<file path="src/rtl/fifo_rd_pkg.sv">
// ---------------------------------------------------------------------------
// fifo_rd_pkg : shared types and constants for the FIFO stream reader
// Rev 1.0 : initial release
// ---------------------------------------------------------------------------
`default_nettype none

package fifo_rd_pkg;

  localparam int BUF_DEPTH = 2;

  typedef enum logic [1:0] {
    IDLE  = 2'd0,
    RUN   = 2'd1,
    DRAIN = 2'd2
  } state_t;

endpackage

`default_nettype wire

</file>
<file path="src/rtl/stream_skid_buf.sv">
// ---------------------------------------------------------------------------
// stream_skid_buf : 2-entry circular skid buffer presenting a valid/ready head
// Rev 1.0 : initial release
// ---------------------------------------------------------------------------
`default_nettype none

module stream_skid_buf
  import fifo_rd_pkg::*;
#(
  parameter int DATA_WIDTH = 4
) (
  input  logic                  clk,
  input  logic                  rstn,
  input  logic                  i_push,
  input  logic [DATA_WIDTH-1:0] i_push_data,
  input  logic                  i_pop,
  output logic                  o_valid,
  output logic [DATA_WIDTH-1:0] o_data,
  output logic [1:0]            o_occ
);

  logic [DATA_WIDTH-1:0] r_mem [BUF_DEPTH];
  logic                  r_head;
  logic [1:0]            r_occ;
  logic                  w_tail;

  // With two slots, tail is head offset by occ mod 2; a full buffer's tail
  // is the head slot, which is exactly the slot freed by a concurrent pop.
  assign w_tail  = r_head ^ r_occ[0];
  assign o_valid = (r_occ != 2'd0);
  assign o_data  = r_mem[r_head];
  assign o_occ   = r_occ;

  always_ff @(posedge clk or negedge rstn) begin
    if (!rstn) begin
      r_mem  <= '{default: '0};
      r_head <= 1'b0;
      r_occ  <= 2'd0;
    end else begin
      if (i_push) r_mem[w_tail] <= i_push_data;
      if (i_pop)  r_head        <= ~r_head;
      r_occ <= r_occ + {1'b0, i_push} - {1'b0, i_pop};
    end
  end

endmodule

`default_nettype wire

</file>
<file path="src/rtl/fifo_stream_reader.sv">
// ---------------------------------------------------------------------------
// fifo_stream_reader : sync-FIFO read engine exposing a valid/ready stream
// Rev 1.0 : initial release
// ---------------------------------------------------------------------------
`default_nettype none

module fifo_stream_reader
  import fifo_rd_pkg::*;
#(
  parameter int DATA_WIDTH = 4,
  parameter int CNT_WIDTH  = 16
) (
  input  logic                  clk,
  input  logic                  rstn,
  input  logic                  i_enable,
  input  logic                  i_fifo_empty,
  input  logic [DATA_WIDTH-1:0] i_fifo_data,
  output logic                  o_fifo_rd_en,
  output logic                  o_m_valid,
  output logic [DATA_WIDTH-1:0] o_m_data,
  input  logic                  i_m_ready,
  output logic                  o_busy,
  output logic [CNT_WIDTH-1:0]  o_xfer_count
);

  state_t               r_state;
  state_t               w_state_nxt;
  logic                 r_inflight;
  logic [CNT_WIDTH-1:0] r_xfer;
  logic [1:0]           w_occ;
  logic                 w_valid;
  logic                 w_pop;
  logic [2:0]           w_level;

  stream_skid_buf #(
    .DATA_WIDTH(DATA_WIDTH)
  ) u_buf (
    .clk        (clk),
    .rstn       (rstn),
    .i_push     (r_inflight),
    .i_push_data(i_fifo_data),
    .i_pop      (w_pop),
    .o_valid    (w_valid),
    .o_data     (o_m_data),
    .o_occ      (w_occ)
  );

  assign w_pop     = w_valid && i_m_ready;
  // Buffer occupancy after this edge; a new read is allowed only while it
  // leaves a free slot for the word that read will return.
  assign w_level      = {1'b0, w_occ} + {2'b00, r_inflight} - {2'b00, w_pop};
  assign o_fifo_rd_en = (r_state == RUN) && !i_fifo_empty && (w_level < 3'd2);

  assign o_m_valid    = w_valid;
  assign o_busy       = (r_state != IDLE);
  assign o_xfer_count = r_xfer;

  always_comb begin
    w_state_nxt = r_state;
    case (r_state)
      IDLE:  if (i_enable) w_state_nxt = RUN;
      RUN:   if (!i_enable) w_state_nxt = (w_level != 3'd0 || o_fifo_rd_en) ? DRAIN : IDLE;
      DRAIN: begin
        if (i_enable)              w_state_nxt = RUN;
        else if (w_level == 3'd0)  w_state_nxt = IDLE;
      end
      default: w_state_nxt = IDLE;
    endcase
  end

  always_ff @(posedge clk or negedge rstn) begin
    if (!rstn) begin
      r_state    <= IDLE;
      r_inflight <= 1'b0;
      r_xfer     <= '0;
    end else begin
      r_state    <= w_state_nxt;
      r_inflight <= o_fifo_rd_en;
      if (w_pop) r_xfer <= r_xfer + CNT_WIDTH'(1);
    end
  end

endmodule

`default_nettype wire
</file>
<file path="config.mk">
export PLATFORM = sky130hd
export DESIGN_NAME = fifo_stream_reader
export DESIGN_NICKNAME = d
export VERILOG_FILES = /design/src/rtl/fifo_rd_pkg.sv /design/src/rtl/stream_skid_buf.sv /design/src/rtl/fifo_stream_reader.sv
export SDC_FILE = /design/constraint.sdc
export NUM_CORES = 1
export LEC_CHECK = 0
export ABC_CLOCK_PERIOD_IN_PS = 2300
export BUFFER_PORTS_ARGS = -buffer_cell sky130_fd_sc_hd__buf_4
export CAP_MARGIN = 5
export CORE_ASPECT_RATIO = 0.7
export CORE_MARGIN = 2
export CORE_UTILIZATION = 47
export DETAILED_ROUTE_END_ITERATION = 8
export PLACE_DENSITY_LB_ADDON = 0.25
export SETUP_SLACK_MARGIN = 0.02
export SYNTH_ARGS = -nofsm -noshare
export SYNTH_HDL_FRONTEND = slang
export SYNTH_SLANG_ARGS = --single-unit
</file>
<file path="constraint.sdc">
create_clock -name clk -period 2.3 [get_ports clk]
set_input_delay 0.46 -clock clk [delete_from_list [all_inputs] [get_ports clk]]
set_output_delay 0.46 -clock clk [all_outputs]
set_load 0.05 [all_outputs]
</file>
# Yosys cells after proc, flatten, opt, wreduce, memory -nomap -nowiden
# Index checks and enable logic that the tools add are counted.
# Widths: inputs -> output; s select.
classes:
  order_cmp: 4
  reduce_logical: 12
  n_bitwise: 4
  n_eq_ne: 5
  muxes: 12
  n_addsub: 5
ops:
  columns: ["cell", "count"]
  rows:
  - ["$add 16x1->16 const B", 1]
  - ["$mux 4", 4]
  - ["$mux 2", 5]
  - ["$bwmux 8", 1]
  - ["$pmux 2 s3", 1]
  - ["$demux 4 s1", 1]
  - ["$ge 2x2->1 const B", 2]
  - ["$logic_and 1x1->1", 4]
  - ["$ne 2x2->1 const B", 2]
  - ["$not 1->2", 2]
  - ["$reduce_bool 2->1", 2]
  - ["$add 2x1->3", 1]
  - ["$logic_not 3->1", 1]
  - ["$lt 3x2->1 const B", 1]
  - ["$ne 3x3->1 const B", 1]
  - ["$reduce_and 3->1", 1]
  - ["$reduce_bool 3->1", 1]
  - ["$sub 3x1->3", 1]
  - ["$add 2x1->2", 1]
  - ["$eq 2x1->1 const B", 1]
  - ["$eq 2x2->1 const B", 1]
  - ["$logic_not 2->1", 1]
  - ["$lt 2x1->1 const B", 1]
  - ["$sub 2x1->2", 1]
  - ["other kinds (4)", 4]
totals:
  ff_bits: 30
  inputBits: 9
  out_inout_bits: 23
  elab_cells: 49

# Depth between registers and ports, before layout
depth:
  word_depth: 9
  ltp_mapped: 10
  depth_no_buf: 9

# Hierarchy
# A second synthesis with hierarchy kept.
unflattened:
  cells_unflattened: 119
  area_unflattened_um2: 1485.2
by_module_without_submodules:
  columns: ["mod", "n_inst", "seq_area_each_um2", "area_per_inst_um2", "cells_each"]
  rows:
  - ["fifo_stream_reader", 1, 475.5, 942.2, 82]
  - ["stream_skid_buf", 1, 275.3, 543.0, 37]

# Worst setup path before layout
# Ideal clock, no wire load.
synth_timing:
  path_kind: "register to output"
  from: "register u_buf.r_occ[0], in the netlist u_buf.o_occ[0]"
  to: "output o_fifo_rd_en"
  n_path_buf: 1
  stages_incl_launch_ff: 9
  required_ns: 1.840
  arrival_ns: 2.470
  path_slack_ns: -0.630
  path_cell_list: "dfrtp_1 -> o21a_1 -> buf_4 -> ha_1 -> inv_1 -> ha_1 -> fa_1 -> nand2b_1 -> nor2_1"
synth_between:
  elab_chain_len: 5
  elab_cells_between_ends: 6
  cone_classes: "2 x add/sub; 1 x order compare; 3 x reduce/logical"
synth_lines:
  columns: ["element", "line_no", "source"]
  rows:
  - ["start: declaration", "stream_skid_buf.sv:24", "logic [1:0] r_occ;"]
  - ["start signal: assignment", "stream_skid_buf.sv:42", "r_occ <= r_occ + {1'b0, i_push} - {1'b0, i_pop};"]
  - ["$reduce_bool 2->1", "stream_skid_buf.sv:30", "assign o_valid = (r_occ != 2'd0);"]
  - ["$logic_and 1x1->1", "fifo_stream_reader.sv:48", "assign w_pop = w_valid && i_m_ready;"]
  - ["net u_buf.i_pop", "stream_skid_buf.sv:16", "input logic i_pop,"]
  - ["$sub 3x1->3", "fifo_stream_reader.sv:51", "assign w_level = {1'b0, w_occ} + {2'b00, r_inflight} - {2'b00, w_pop};"]
  - ["net w_level[1]", "fifo_stream_reader.sv:33", "logic [2:0] w_level;"]
  - ["$lt 3x2->1", "fifo_stream_reader.sv:52", "assign o_fifo_rd_en = (r_state == RUN) && !i_fifo_empty && (w_level < 3'd2);"]
  - ["$logic_and 1x1->1", "fifo_stream_reader.sv:52", null]
  - ["end: declaration", "fifo_stream_reader.sv:18", "output logic o_fifo_rd_en,"]
# The timed path passes the listed nets, and every way through them passes these cells.

# Worst setup path in the final report
layout_timing:
  from: "register u_buf.r_occ[1], in the netlist u_buf.o_occ[1]"
  to: "output o_fifo_rd_en"
layout_between:
  elab_chain_len: 5
  elab_cells_between_ends: 6
  cone_classes: "2 x add/sub; 1 x order compare; 3 x reduce/logical"
layout_lines:
  columns: ["element", "line_no"]
  rows:
  - ["branches (longest 2 deep; another with $add 2x1->3)", null]
  - ["$sub 3x1->3 *", "fifo_stream_reader.sv:51"]
  - ["$lt 3x2->1 *", "fifo_stream_reader.sv:52"]
  - ["$logic_and 1x1->1 *", "fifo_stream_reader.sv:52"]
# Every way passes the cells marked *.

==> out/metrics.cfg <==
[sta]
drv_slew=0
report.final.hold_viol_count=0
rsz0062_at_grt=true
setup_violations=1
tightest_slew_ns=0.5160
period_minus_slack_ns=2.672
setup_ws_ns=-0.3722
whs_ns=0.09481
slew_headroom_pct=65.47
skew_ns=0.003607
post-route-period-util_pct=116.2
max_freq_mhz=374.2

[clocking]
worstSkewPairLatency_ns=0.28
cts_buffers=5
cts_max_path_buffers=2
cts_tree=done
htree_levels=2
clkTransAtPathRegs_ns=0.06
cts_sinks=30
cts_root_buf=clkbuf_8
post_cts_buffers=0

[placed_design]
place_congestion=0.7185
port_buffers=31
hpwl_mm=1.902

[cells_and_area]
num_antenna_cells=0
final_nets=161
syn_to_final_growth_pct=29.48
drive_above_1_share_pct=43.92
postLayoutCoreUtil_pct=63.93
n_fill_cell=237

[setup_path]
cp-end-kind=primary output
slowest_delay_ns=0.38
worstPathCellList=o21a_1 -> ha_4 -> inv_2 -> ha_4 -> fa_2 -> xor2_2 -> nand2b_4 -> nor2_4 -> buf_6
critPathRequiredTime_ns=1.84
crit_type=register to primary output
startpoint_type=register
worst-path-max-fanout=2
slowest_stage=dfrtp_1
cp_common_cell=ha_4
cp.arrival_ns=2.21

[detailed_routing]
met2WireLength_mm=1.125
via_count=914
wl_met3_um=164
vias_per_cell=4.967
post_drt_wl_per_cell_um=13.77
top_layer_used=met4
ant_nets=0
wl_met1_mm=1.195
drt_wl_total_mm=2.534
remaining_drc_errors=0
drtIter0Drc=49
first_pass_iters=4

[synth]
ys_seq_area_share_pct=54.25
muxShareOfSynthArea_pct=11.66
yosys.area_share.xor_xnor_pct=11.39
synth_area_per_cell_um2=12.70
synth_top_area_cell=dfrtp_1
netlist_instances=109
synth_cell_types=26
ys_seq_elements=30
syn_nets=122
synth_area_um2=1384
synth-simple-area-share_pct=13.02
yosysWarningCount=0
synth_compound_area_share_pct=1.989
yosys-top-cells-area=dfrtp_1 (54%), xnor2_1 (8.2%), mux2_2 (7.3%), mux2_4 (4.3%), xor2_1 (3.2%)
synth.top_cell.area_share_pct=54.25
synth_top_family_by_area=simple AND/OR/NAND/NOR gates
synthAdderAreaFrac_pct=4.159

[grt]
antenna_found_initial=0
grt_pass1_wl_mm=4.229
grtUsageTotal_pct=18.06
grt_max_degree=31
grt_overflow=0
grt_pass1_vias=903

[power_and_ir_drop]
total_power_mw=2.532
p_leak_nw=0.8289
power_density_nw_per_um2=1413
peakVddDrop_v=0.0006743

[floorplanning]
rows=16
core_um2=2803
die_w_um=68.86
die_area_um2=3401
dieHeight_um=49.40
start_util_pct=49.37
pin_count=32

[run_status]
violations=setup timing
outcome=finished with violations

[job]
drv_cap=0

[hold_path]
hold_class=input pin to asynchronous set/reset pin

## logic make-up (layout without fill, tap and decap cells)
kind of cell / after synthesis / count (layout)
multiplexers: 13 / 13
AO/OA/AOI/OAI: 4 / 4
XOR/XNOR: 18 / 18
adder cells (fa/ha/maj): 4 / 4
AND/OR/NAND/NOR: 32 / 32
flip-flops: 30 / 30
buffers and inverters: 8 / 47
## metrics by stage
stage	area (um^2)	setup slack, ns	setup TNS [ns]	instances
5_1_grt	1792	-0.4860	-0.4860	184
4_1_cts	1792	-0.4009	-0.4009	184
3_5_place_dp	1712	-0.2434	-0.2434	177
6_report	1792	-0.3722	-0.3722	184
2_1_floorplan	1438	-0.1994	-0.1994	109
3_3_place_gp	1712	-0.2018	-0.2018	177
## final cells by class
class	count	area (um^2)	area share, %
tap	36	45.04	2.514
sequential	30	750.7	41.90
multi-input combinational	71	634.4	35.40
clock buffer	7	76.32	4.260
timing repair buffer	35	266.5	14.87
inverter	5	18.77	1.047
## sequential cells by signal, summed over array words and instances (netlist names)
signal / cells
r_state: 2
u_buf.r_head: 1
o_xfer_count: 16
r_inflight: 1
u_buf.o_occ: 2
u_buf.r_mem: 8
## critical path, delay by kind of cell (launching register included)
family / cells / cell delay [ns]
buffers and inverters: 2 / 0.20
adders and majority gates: 3 / 0.78
xor gates and xnor gates: 1 / 0.18
and+or+nand+nor: 2 / 0.17
AOI/OAI and AO/OA: 1 / 0.23
DFF: 1 / 0.38
## cells in the mapped netlist, drive strengths merged
cell    number
nand2b       1
or2          2
nand2        9
nand4        6
nor4         1
dfrtp       30
fa           1
nand3        5
and2         1
xnor2       13
and4         1
mux2        13
xor2         5
ha           3
or3b         1
a21oi        1
and3         3
nor2         2
o21a         1
inv          5
buf          3
o211ai       2
## report_power, final
part | internal [mW] | switching [mW] | total (mW)
registers | 0.696 | 0.157 | 0.853
clock network | 0.207 | 0.176 | 0.383
logic | 0.536 | 0.759 | 1.30
## timing repair
| action | 4_1_cts | 5_1_grt |
|---|---|---|
| endpoints found under the setup margin | 1 | 1 |
| gates resized for setup | 1 | 0 |
| hold buffers | 0 | 0 |
## final timing paths
path	start	end	slack [ns]	cells past startpoint
worst max-delay path	u_buf.o_occ[1]	o_fifo_rd_en	-0.37	9
worst min-delay path	rstn	o_xfer_count[5]	0.09	1
worst max register to register	u_buf.o_occ[1]	r_state[1]	0.25	9
worst min register to register	o_xfer_count[15]	o_xfer_count[15]	0.47	1
max in group asynchronous	rstn	u_buf.r_mem[4]	1.92	1
min in group clk	i_enable	r_state[1]	0.34	2
## layer usage
layer | vias to the layer above | GRT usage, %
met2 | 23 | 25.32
met5 | - | 0
met1 | 438 | 23.83
met4 | 0 | 6.863
met3 | 5 | 9.007
li1 | 448 | -
## cell usage in the layout (no fill, tap or decap), types with 2 or more instances in the layout
cell type and instances:
and3_2 2, nand3_1 5, nand4_1 6, buf_4 34, xnor2_1 13, dfrtp_1 30
xor2_1 4, clkbuf_8 5, ha_4 2, clkbuf_1 2, o211ai_1 2, nand2_1 9
inv_1 4, mux2_4 4, mux2_2 9
(Power assumes the default switching activity.)
